===== config.mk =====
export PLATFORM = sky130hd
export DESIGN_NAME = ramb_s4_stream_reader
export DESIGN_NICKNAME = d
export VERILOG_FILES = /design/src/rtl/ramb_s4_stream_reader_pkg.sv /design/src/rtl/ramb_s4_skid_buf.sv /design/src/rtl/ramb_s4_stream_reader.sv
export SDC_FILE = /design/constraint.sdc
export NUM_CORES = 1
export LEC_CHECK = 0
export ABC_AREA = 0
export CORE_MARGIN = 4
export CORE_UTILIZATION = 53
export DETAILED_ROUTE_END_ITERATION = 8
export GPL_TIMING_DRIVEN = 0
export HOLD_SLACK_MARGIN = 0.02
export PLACE_DENSITY = 0.8
export SLEW_MARGIN = 20
export SYNTH_ARGS = -nofsm -noshare
export SYNTH_HDL_FRONTEND = slang
export SYNTH_SLANG_ARGS = --single-unit
export TNS_END_PERCENT = 30

===== constraint.sdc =====
create_clock -name clk_i -period 3.2 [get_ports clk_i]
set_clock_uncertainty 0.15 [all_clocks]
set_input_delay 0.32 -clock clk_i [delete_from_list [all_inputs] [get_ports clk_i]]
set_output_delay 0.32 -clock clk_i [all_outputs]
set_load 0.1 [all_outputs]

===== src/rtl/ramb_s4_stream_reader_pkg.sv =====
// Shared constants and types for the 4-bit block RAM stream reader.
// Defining RAMB_S4_READER_PARITY_EN widens the output nibble by one even-parity bit.
package ramb_s4_rd_pkg;

    localparam int ADDR_W  = 12;
    localparam int DATA_W  = 4;
    localparam int LEN_W   = 13;
    localparam int MAX_LEN = 4096;

    typedef enum logic [1:0] {
        IDLE,
        READ,
        DRAIN
    } state_t;

    function automatic int out_w();
`ifdef RAMB_S4_READER_PARITY_EN
        return DATA_W + 1;
`else
        return DATA_W;
`endif
    endfunction

    localparam int OUT_W = out_w();

endpackage


===== src/rtl/ramb_s4_skid_buf.sv =====
// Two-entry valid/ready output buffer carrying a LAST sideband bit.
// Data and LAST read as zero whenever the buffer is empty.
module ramb_s4_skid_buf
    import ramb_s4_rd_pkg::*;
(
    input  logic              clk_i,
    input  logic              rst_n_i,
    input  logic              push_i,
    input  logic [DATA_W-1:0] push_data_i,
    input  logic              push_last_i,
    input  logic              pop_i,
    output logic              out_valid_o,
    output logic [DATA_W-1:0] out_data_o,
    output logic              out_last_o,
    output logic [1:0]        count_o
);

    logic       wr_ptr_q;
    logic       rd_ptr_q;
    logic [1:0] count_q;
    logic       pop_ok;

    assign pop_ok = pop_i && (count_q != 2'd0);

    genvar gi;
    generate
        for (gi = 0; gi < 2; gi++) begin : g_ent
            logic [DATA_W-1:0] data_q;
            logic              last_q;

            always_ff @(posedge clk_i or negedge rst_n_i) begin
                if (!rst_n_i) begin
                    data_q <= '0;
                    last_q <= 1'b0;
                end else if (push_i && (wr_ptr_q == 1'(gi))) begin
                    data_q <= push_data_i;
                    last_q <= push_last_i;
                end
            end
        end
    endgenerate

    always_ff @(posedge clk_i or negedge rst_n_i) begin
        if (!rst_n_i) begin
            wr_ptr_q <= 1'b0;
            rd_ptr_q <= 1'b0;
            count_q  <= 2'd0;
        end else begin
            if (push_i) wr_ptr_q <= ~wr_ptr_q;
            if (pop_ok) rd_ptr_q <= ~rd_ptr_q;
            case ({push_i, pop_ok})
                2'b10:   count_q <= count_q + 2'd1;
                2'b01:   count_q <= count_q - 2'd1;
                default: count_q <= count_q;
            endcase
        end
    end

    assign out_valid_o = (count_q != 2'd0);
    assign count_o     = count_q;

    always_comb begin
        out_data_o = '0;
        out_last_o = 1'b0;
        if (out_valid_o) begin
            out_data_o = rd_ptr_q ? g_ent[1].data_q : g_ent[0].data_q;
            out_last_o = rd_ptr_q ? g_ent[1].last_q : g_ent[0].last_q;
        end
    end

endmodule


===== src/rtl/ramb_s4_stream_reader.sv =====
// Burst read initiator for the x4 port of the asymmetric block RAM, streaming nibbles out.
// Defining RAMB_S4_READER_PARITY_EN appends an even-parity MSB to each output nibble.
module ramb_s4_stream_reader
    import ramb_s4_rd_pkg::*;
(
    input  logic              clk_i,
    input  logic              rst_n_i,
    input  logic              cmd_valid_i,
    output logic              cmd_ready_o,
    input  logic [ADDR_W-1:0] cmd_addr_i,
    input  logic [LEN_W-1:0]  cmd_len_i,
    output logic              ram_en_o,
    output logic [ADDR_W-1:0] ram_addr_o,
    input  logic [DATA_W-1:0] ram_do_i,
    output logic              dout_valid_o,
    input  logic              dout_ready_i,
    output logic [OUT_W-1:0]  dout_data_o,
    output logic              dout_last_o,
    output logic              busy_o
);

    state_t            state_q, state_d;
    logic [ADDR_W-1:0] addr_q, addr_d;
    logic [ADDR_W-1:0] last_addr_q;
    logic [LEN_W-1:0]  rem_q, rem_d;
    logic              rd_vld_q, rd_last_q;

    logic              issue, issue_last, pop, credit_ok;
    logic [LEN_W-1:0]  len_eff;
    logic [1:0]        occ;
    logic              buf_valid, buf_last;
    logic [DATA_W-1:0] buf_data;
    logic [1:0]        buf_count;

    assign len_eff = (cmd_len_i > LEN_W'(MAX_LEN)) ? LEN_W'(MAX_LEN) : cmd_len_i;
    assign pop     = buf_valid && dout_ready_i;

    // Occupancy = nibble on the RAM bus plus buffered; a same-cycle pop frees a slot.
    assign occ       = buf_count + {1'b0, rd_vld_q};
    assign credit_ok = pop ? (occ < 2'd3) : (occ < 2'd2);

    always_comb begin
        state_d    = state_q;
        addr_d     = addr_q;
        rem_d      = rem_q;
        issue      = 1'b0;
        issue_last = 1'b0;
        case (state_q)
            IDLE: begin
                if (cmd_valid_i) begin
                    addr_d = cmd_addr_i;
                    rem_d  = len_eff;
                    if (len_eff != '0) state_d = READ;
                end
            end
            READ: begin
                if (credit_ok) begin
                    issue  = 1'b1;
                    addr_d = addr_q + ADDR_W'(1);
                    rem_d  = rem_q - LEN_W'(1);
                    if (rem_q == LEN_W'(1)) begin
                        issue_last = 1'b1;
                        state_d    = DRAIN;
                    end
                end
            end
            DRAIN: begin
                if (pop && buf_last) state_d = IDLE;
            end
            default: state_d = IDLE;
        endcase
    end

    always_ff @(posedge clk_i or negedge rst_n_i) begin
        if (!rst_n_i) begin
            state_q     <= IDLE;
            addr_q      <= '0;
            last_addr_q <= '0;
            rem_q       <= '0;
            rd_vld_q    <= 1'b0;
            rd_last_q   <= 1'b0;
        end else begin
            state_q   <= state_d;
            addr_q    <= addr_d;
            rem_q     <= rem_d;
            rd_vld_q  <= issue;
            rd_last_q <= issue_last;
            if (issue) last_addr_q <= addr_q;
        end
    end

    ramb_s4_skid_buf u_buf (
        .clk_i       (clk_i),
        .rst_n_i     (rst_n_i),
        .push_i      (rd_vld_q),
        .push_data_i (ram_do_i),
        .push_last_i (rd_last_q),
        .pop_i       (pop),
        .out_valid_o (buf_valid),
        .out_data_o  (buf_data),
        .out_last_o  (buf_last),
        .count_o     (buf_count)
    );

    assign cmd_ready_o  = (state_q == IDLE);
    assign busy_o       = (state_q != IDLE);
    assign ram_en_o     = issue;
    assign ram_addr_o   = issue ? addr_q : last_addr_q;
    assign dout_valid_o = buf_valid;
    assign dout_last_o  = buf_last;

`ifdef RAMB_S4_READER_PARITY_EN
    assign dout_data_o = {^buf_data, buf_data};
`else
    assign dout_data_o = buf_data;
`endif

endmodule


==> run metrics, run 1 <==
worst hold slack=0.354 ns; Antenna Diode Count=0; Main synth FF type=dfrtp_1; area delta synth->final=22.8%; # IOs=54; CTS Root Cell=clkbuf_8; Core Area=5890 µm²; yosys warns=0; Gate Count Post-Synth=just over 300; port bufs=52; std cell rows=28; CP top delay family=buffers and inverters; CP peak stage delay=about 0.56 ns; asr flop ratio synth=100%; dpl hpwl=5.74 mm; clk buf depth=2; Vias/cell=6.31; share of post-route cells with drive strength above 1=21.3%; Post-Syn Area=3200 µm²; Fmax achieved=roughly 0.32 GHz; largest net degree at the start of global routing=56; Seq/Total Area, Yosys=43.0%; final WL=8.01 mm; clock period minus worst slack=roughly 3.1 ns; DRC=0; Mapped Avg Cell Area=10.5 µm²; vias=2781; Max Cap Viol=0; vias in the first global route=2799; CP startpoint kind=flip-flop; RSZ-0062 raised after global routing=false; Vert. Die Dim=85.7 µm; clk sink count=55; CP Data Required Time=2.73 ns; initial antenna violation count=0; Final Hold Violating Endpoints=0; final setup fails=0; Worst Path Max Fanout=11; Design Area, Final=3930 µm²; die width=85.7 µm; CP max-delay cell=clkdlybuf4s15_2; Setup TNS=0 ns; post-route ant nets=0; CP Class=flip-flop to primary output; CP arrival=2.63 ns; Routed wire per std cell=between 15 and 20 µm; period utilisation layout=96.9%; Slew headroom=35.5%; htree depth=2; pre-CTS setup slack=-0.569 ns; Starting Density=a little over half; Max Slew Vio Count=0; GRT overflow=0; Critical Path, Cell by Cell=ha_1 > nand2b_1 > a22oi_2 > and2_1 > buf_2 > buf_8 > clkdlybuf4s15_2; TritonCTS clock tree=yes; Die Area=between 7000 and 8000 µm²; placed instance area=3810 µm²; Pre-antenna DRT Iters=5; Final #Nets=403; Worst Path Buf+Inv=3; flops & latches, synth=55; first-pass GRT wire length=around 13 mm; # fillers=484; Starting DRT DRC Count=187; total track usage=22.4%; status=finished, final reports clean; syn nets=approximately 340; Post-synth EDFFs=0; clk slew on worst S/H paths=0.10 ns; later-pin clock latency in the skew report=~0.31 ns; element type at the critical path end=primary output; Netlist cell types=65; TritonCTS Buffers=5; Worst-Margin Slew=approximately 0.96 ns; fin worst setup slack=roughly 0.1 ns; GPL Wtd Cong=0.943; Hold WC Path Type=flip-flop to flip-flop
==> sequential cells by signal, summed over array words and instances (netlist names) <==
register            cells
u_buf.wr_ptr_q          1
state_q                 2
u_buf.rd_ptr_q          1
rd_vld_q                1
rem_q                  13
last_addr_q            12
u_buf.g_ent.data_q      8
u_buf.count_o           2
u_buf.g_ent.last_q      2
addr_q                 12
rd_last_q               1
==> cells in the final DEF, fill, tap and decap left out, types with 7 or more instances in the layout <==
master,Yosys,final
dfrtp_1,55,54
clkbuf_1,10,10
a21oi_1,11,11
o21ai_0,8,8
a221oi_1,7,7
inv_1,13,13
mux2_2,23,23
buf_6,4,11
buf_2,4,8
nand2_1,13,13
o22ai_1,8,8
clkdlybuf4s50_1,0,38
nor2_1,18,18
nand3_1,7,7
nand4_1,9,9
==> Yosys cell counts, drive strengths merged (3+ instances only) <==
library cell / number / share of area (%)
a211oi: 8 / 2.5
a21oi: 12 / 2.0
a221oi: 11 / 4.1
a22oi: 3 / 0.70
a2bb2oi: 6 / 2.2
a31oi: 5 / 0.98
and2: 5 / 0.98
and3: 4 / 0.78
and4: 3 / 0.82
buf: 11 / 2.5
clkbuf: 10 / 1.2
dfrtp: 55 / 43
ha: 5 / 2.0
inv: 14 / 1.6
mux2: 24 / 8.4
mux2i: 6 / 1.9
nand2: 13 / 1.5
nand3: 7 / 1.1
nand3b: 3 / 0.82
nand4: 9 / 1.8
nor2: 18 / 2.1
nor2b: 4 / 0.86
nor3: 6 / 1.1
nor3b: 5 / 1.3
nor4: 5 / 1.2
o21ai: 9 / 1.5
o22ai: 8 / 1.6
o32a: 4 / 1.3
xor2: 3 / 0.82
==> final cells by class <==
class / count / area (µm²) / share of cell area, %
Clock buffer: 5 / 68.8 / 1.75
Buffer: 21 / 121 / 3.09
Multi-Input combinational cell: 213 / 1660 / 42.3
Timing Repair Buffer: 54 / 527 / 13.4
Tap cell: 75 / 93.8 / 2.39
Inverter: 15 / 56.3 / 1.43
Clock inverter: 3 / 20.0 / 0.510
Sequential cell: 55 / 1380 / 35.1
==> metal layers <==
| metal | wire length [µm] | GRT usage [%] | share of wire (%) |
|---|---|---|---|
| met5 | 0 | 0 | 0 |
| met4 | 151 | 6.76 | 1.9 |
| met3 | 556 | 4.80 | 6.9 |
| met2 | 3850 | 35.7 | 48 |
| met1 | 3450 | 30.7 | 43 |
==> cell families after synthesis <==
family          after synthesis  share of synthesized area [%]
compound gates               83                           21.7
xor+xnor                      5                           1.37
fa+ha+maj                     5                           1.96
buf+inv                      36                           5.44
flops                        55                           43.0
mux                          30                           10.3
simple gates                 90                           16.2
==> timing repair <==
| action | in CTS | in global routing |
|---|---|---|
| pin swaps | 1 | 1 |
| endpoints found under the setup margin | 13 | 13 |
| buffers inserted | 1 | 0 |
| gates resized for setup | 66 | 17 |
| hold buffers | 1 | 0 |
| gates cloned | 0 | 0 |
| endpoints found under the hold margin | 55 | 0 |
==> metrics by stage <==
| step | util (%) | std cells |
|---|---|---|
| floorplan | - | 304 |
| global placement | 64.8 | 431 |
| detailed placement | 64.8 | 431 |
| CTS | 66.3 | 441 |
| global route | 66.7 | 441 |
| finish | 66.7 | 441 |
==> final timing paths <==
check / from / to / slack [ns] / cells past startpoint
worst max-delay path: u_buf.count_o[0] / ram_en_o / 0.1 / 7
worst min-delay path: u_buf.wr_ptr_q / u_buf.wr_ptr_q / 0.35 / 1
worst max register to register: u_buf.count_o[0] / last_addr_q[9] / 0.81 / 7
worst min register to register: u_buf.wr_ptr_q / u_buf.wr_ptr_q / 0.35 / 1
max in group asynchronous: rst_n_i / u_buf.count_o[0] / 1.99 / 2
min in group asynchronous: rst_n_i / rem_q[7] / 0.43 / 2
==> worst reg2reg max path, cell delays in order, from the launching register on <==
cell	delay [ns]
dfrtp_2	0.47
ha_1	0.30
nand2b_1	0.22
a22oi_2	0.26
and2_1	0.17
buf_2	0.17
buf_8	0.16
mux2_1	0.36
Power of run 1 is not shown: default switching activity piles up to over one toggle a cycle in this logic, so the estimate is an artifact.
==> inputs of run 2 (changes only) <==
--- a/config.mk
+++ b/config.mk
@@ -7,11 +7,11 @@
 export LEC_CHECK = 0
 export ABC_AREA = 0
 export CORE_MARGIN = 4
-export CORE_UTILIZATION = 53
+export CORE_UTILIZATION = 45
 export DETAILED_ROUTE_END_ITERATION = 8
 export GPL_TIMING_DRIVEN = 0
 export HOLD_SLACK_MARGIN = 0.02
-export PLACE_DENSITY = 0.8
+export PLACE_DENSITY = 0.69
 export SLEW_MARGIN = 20
 export SYNTH_ARGS = -nofsm -noshare
 export SYNTH_HDL_FRONTEND = slang
==> run metrics, run 2 (same netlist as run 1, synthesis figures left out) <==
later-pin clock latency in the skew report=0.32 ns (was 0.31 ns); clk sink count=55 (unchanged); share of post-route cells with drive strength above 1=21.6% (was 21.3%); GPL Wtd Cong=0.902 (was 0.943); worst hold slack=0.351 ns (was 0.354 ns); status=finished, final reports clean (unchanged); Vert. Die Dim=92.3 µm (was 85.7 µm); final setup fails=0 (unchanged); Setup TNS=0 ns (unchanged); initial antenna violation count=0 (unchanged); # fillers=625 (was 484); CP peak stage delay=0.48 ns (was 0.56 ns); Vias/cell=6.00 (was 6.31); Critical Path, Cell by Cell=ha_1 > nand2b_2 > a22oi_2 > and2_1 > clkbuf_4 > buf_8 > mux2_1 > buf_6 (was ha_1 > nand2b_1 > a22oi_2 > and2_1 > buf_2 > buf_8 > clkdlybuf4s15_2); Die Area=8520 µm² (was 7340 µm²); Antenna Diode Count=0 (unchanged); Hold WC Path Type=flip-flop to flip-flop (unchanged); clk buf depth=2 (unchanged); Largest Register=rem_q (unchanged); std cell rows=30 (was 28); area delta synth->final=23.7% (was 22.8%); Slew headroom=30.0% (was 35.5%); die width=92.3 µm (was 85.7 µm); highest-count cells in the layout ignoring fill and taps=54 x dfrtp_1, 38 x clkdlybuf4s50_1, 23 x mux2_2 (unchanged); # IOs=54 (unchanged); CTS Root Cell=clkbuf_8 (unchanged); CP arrival=2.61 ns (was 2.63 ns); Pre-antenna DRT Iters=4 (was 5); Final #Nets=403 (unchanged); total track usage=20.5% (was 22.4%); area of the multi-input gates=1670 µm² (was 1660 µm²); Top Registers=rem_q: 13 flops, addr_q: 12 flops, last_addr_q: 12 flops (unchanged); port bufs=52 (unchanged); commonest non-fill, non-tap cell in the layout=dfrtp_1 (unchanged); Max Slew Vio Count=0 (unchanged); CP Data Required Time=2.73 ns (about the same); Routed wire per std cell=18.1 µm (was 18.2 µm); post-route ant nets=0 (unchanged); element type at the critical path end=primary output (unchanged); largest net degree at the start of global routing=56 (unchanged); dpl hpwl=5.92 mm (was 5.74 mm); CP startpoint kind=flip-flop (unchanged); htree depth=2 (unchanged); Worst-Margin Slew=1.04 ns (was 0.965 ns); clock period minus worst slack=3.08 ns (was 3.10 ns); Worst Path Max Fanout=11 (unchanged); vias in the first global route=2762 (was 2799); Core Area=6870 µm² (was 5890 µm²); DRC=0 (unchanged); CP Class=flip-flop to primary output (unchanged); clk slew on worst S/H paths=0.11 ns (was 0.10 ns); Max Cap Viol=0 (unchanged); Sequential Area=1380 µm² (unchanged); GRT overflow=0 (unchanged); period utilisation layout=96.3% (was 96.9%); vias=2774 (was 2781); TritonCTS Buffers=5 (unchanged); max FFs per register=13 (unchanged); final WL=8.36 mm (was 8.01 mm); Fmax achieved=0.325 GHz (was 0.322 GHz); TritonCTS clock tree=yes (unchanged); first-pass GRT wire length=14.0 mm (was 13.3 mm); RSZ-0062 raised after global routing=true (was false); Final Hold Violating Endpoints=0 (unchanged); CP max-delay cell=dfrtp_2 (was clkdlybuf4s15_2); Starting Density=46.6% (was 54.4%); Starting DRT DRC Count=229 (was 187)
-- run 2: changes by cell type in the layout (fill, tap and decap cells not counted), sizes merged --
| cell | delta |
|---|---|
| clkbuf | +1 |
| clkdlybuf4s15 | -1 |
| clkinv | +1 |
| clkinvlp | -1 |
-- run 2: final cells by class --
class | instances | area share (%)
Clock buffer | 5 | 1.74
Tap cell | 96 | 3.04
Clock inverter | 3 | 0.632
Buffer | 21 | 3.13
Multi-Input combinational cell | 213 | 42.1
Timing Repair Buffer | 54 | 13.2
Sequential cell | 55 | 34.8
Inverter | 15 | 1.42
-- run 2: final timing paths --
check	slack, ns	cells past startpoint	start	endpoint
setup / recovery	0.12	8	u_buf.count_o[0]	ram_addr_o[9]
hold / removal	0.35	1	u_buf.wr_ptr_q	u_buf.wr_ptr_q
max in group asynchronous	1.98	2	rst_n_i	u_buf.count_o[0]
setup reg to reg	0.82	6	u_buf.count_o[0]	rem_q[9]
hold reg to reg	0.35	1	u_buf.wr_ptr_q	u_buf.wr_ptr_q
min in group asynchronous	0.43	2	rst_n_i	rem_q[5]
-- run 2: per-stage QoR --
stage / utilization (%) / cells / setup WS, ns / instance area (µm²)
3_3_place_gp: 55.9 / 452 / -0.571 / 3840
4_1_cts: 57.7 / 462 / -0.0518 / 3960
5_1_grt: 57.6 / 462 / -0.0316 / 3960
6_report: 57.6 / 462 / 0.118 / 3960
2_1_floorplan: - / 304 / 0.163 / 3200
3_5_place_dp: 55.9 / 452 / -0.590 / 3840
-- run 2: timing repair --
action | 4_1_cts | 5_1_grt
gates resized for setup | 74 | 13
endpoints found under the hold margin | 55 | 0
setup endpoints to repair | 13 | 12
setup buffers | 1 | 0
hold buffers | 1 | 0
pin swaps | 1 | 1
-- run 2: worst max-delay path: cells and delay by family (launching register included) --
kind / cells / cell delay (ns)
flip-flops: 1 / 0.48
multiplexers: 1 / 0.36
AO/OA/AOI/OAI: 1 / 0.22
AND/OR/NAND/NOR: 2 / 0.40
buffers and inverters: 3 / 0.52
adder cells (fa/ha/maj): 1 / 0.32
-- run 2: routing by layer --
metal | global-route usage [%] | vias up | wire length, µm
met1 | 28.0 | 1375 | 3680
met3 | 4.22 | 15 | 559
li1 | - | 1288 | -
met5 | 0 | - | 0
met2 | 32.9 | 96 | 3990
met4 | 5.69 | 0 | 130
Power of run 2 is left out for the same reason.
==> inputs of run 3 (changes only) <==
--- a/config.mk
+++ b/config.mk
@@ -8,6 +8,7 @@
 export ABC_AREA = 0
 export CORE_MARGIN = 4
 export CORE_UTILIZATION = 45
+export CTS_CLUSTER_DIAMETER = 120
 export DETAILED_ROUTE_END_ITERATION = 8
 export GPL_TIMING_DRIVEN = 0
 export HOLD_SLACK_MARGIN = 0.02
==> results of run 3 <==
Final layout, timing and power as in run 2 (identical DEF).
Power of run 3 is left out for the same reason.
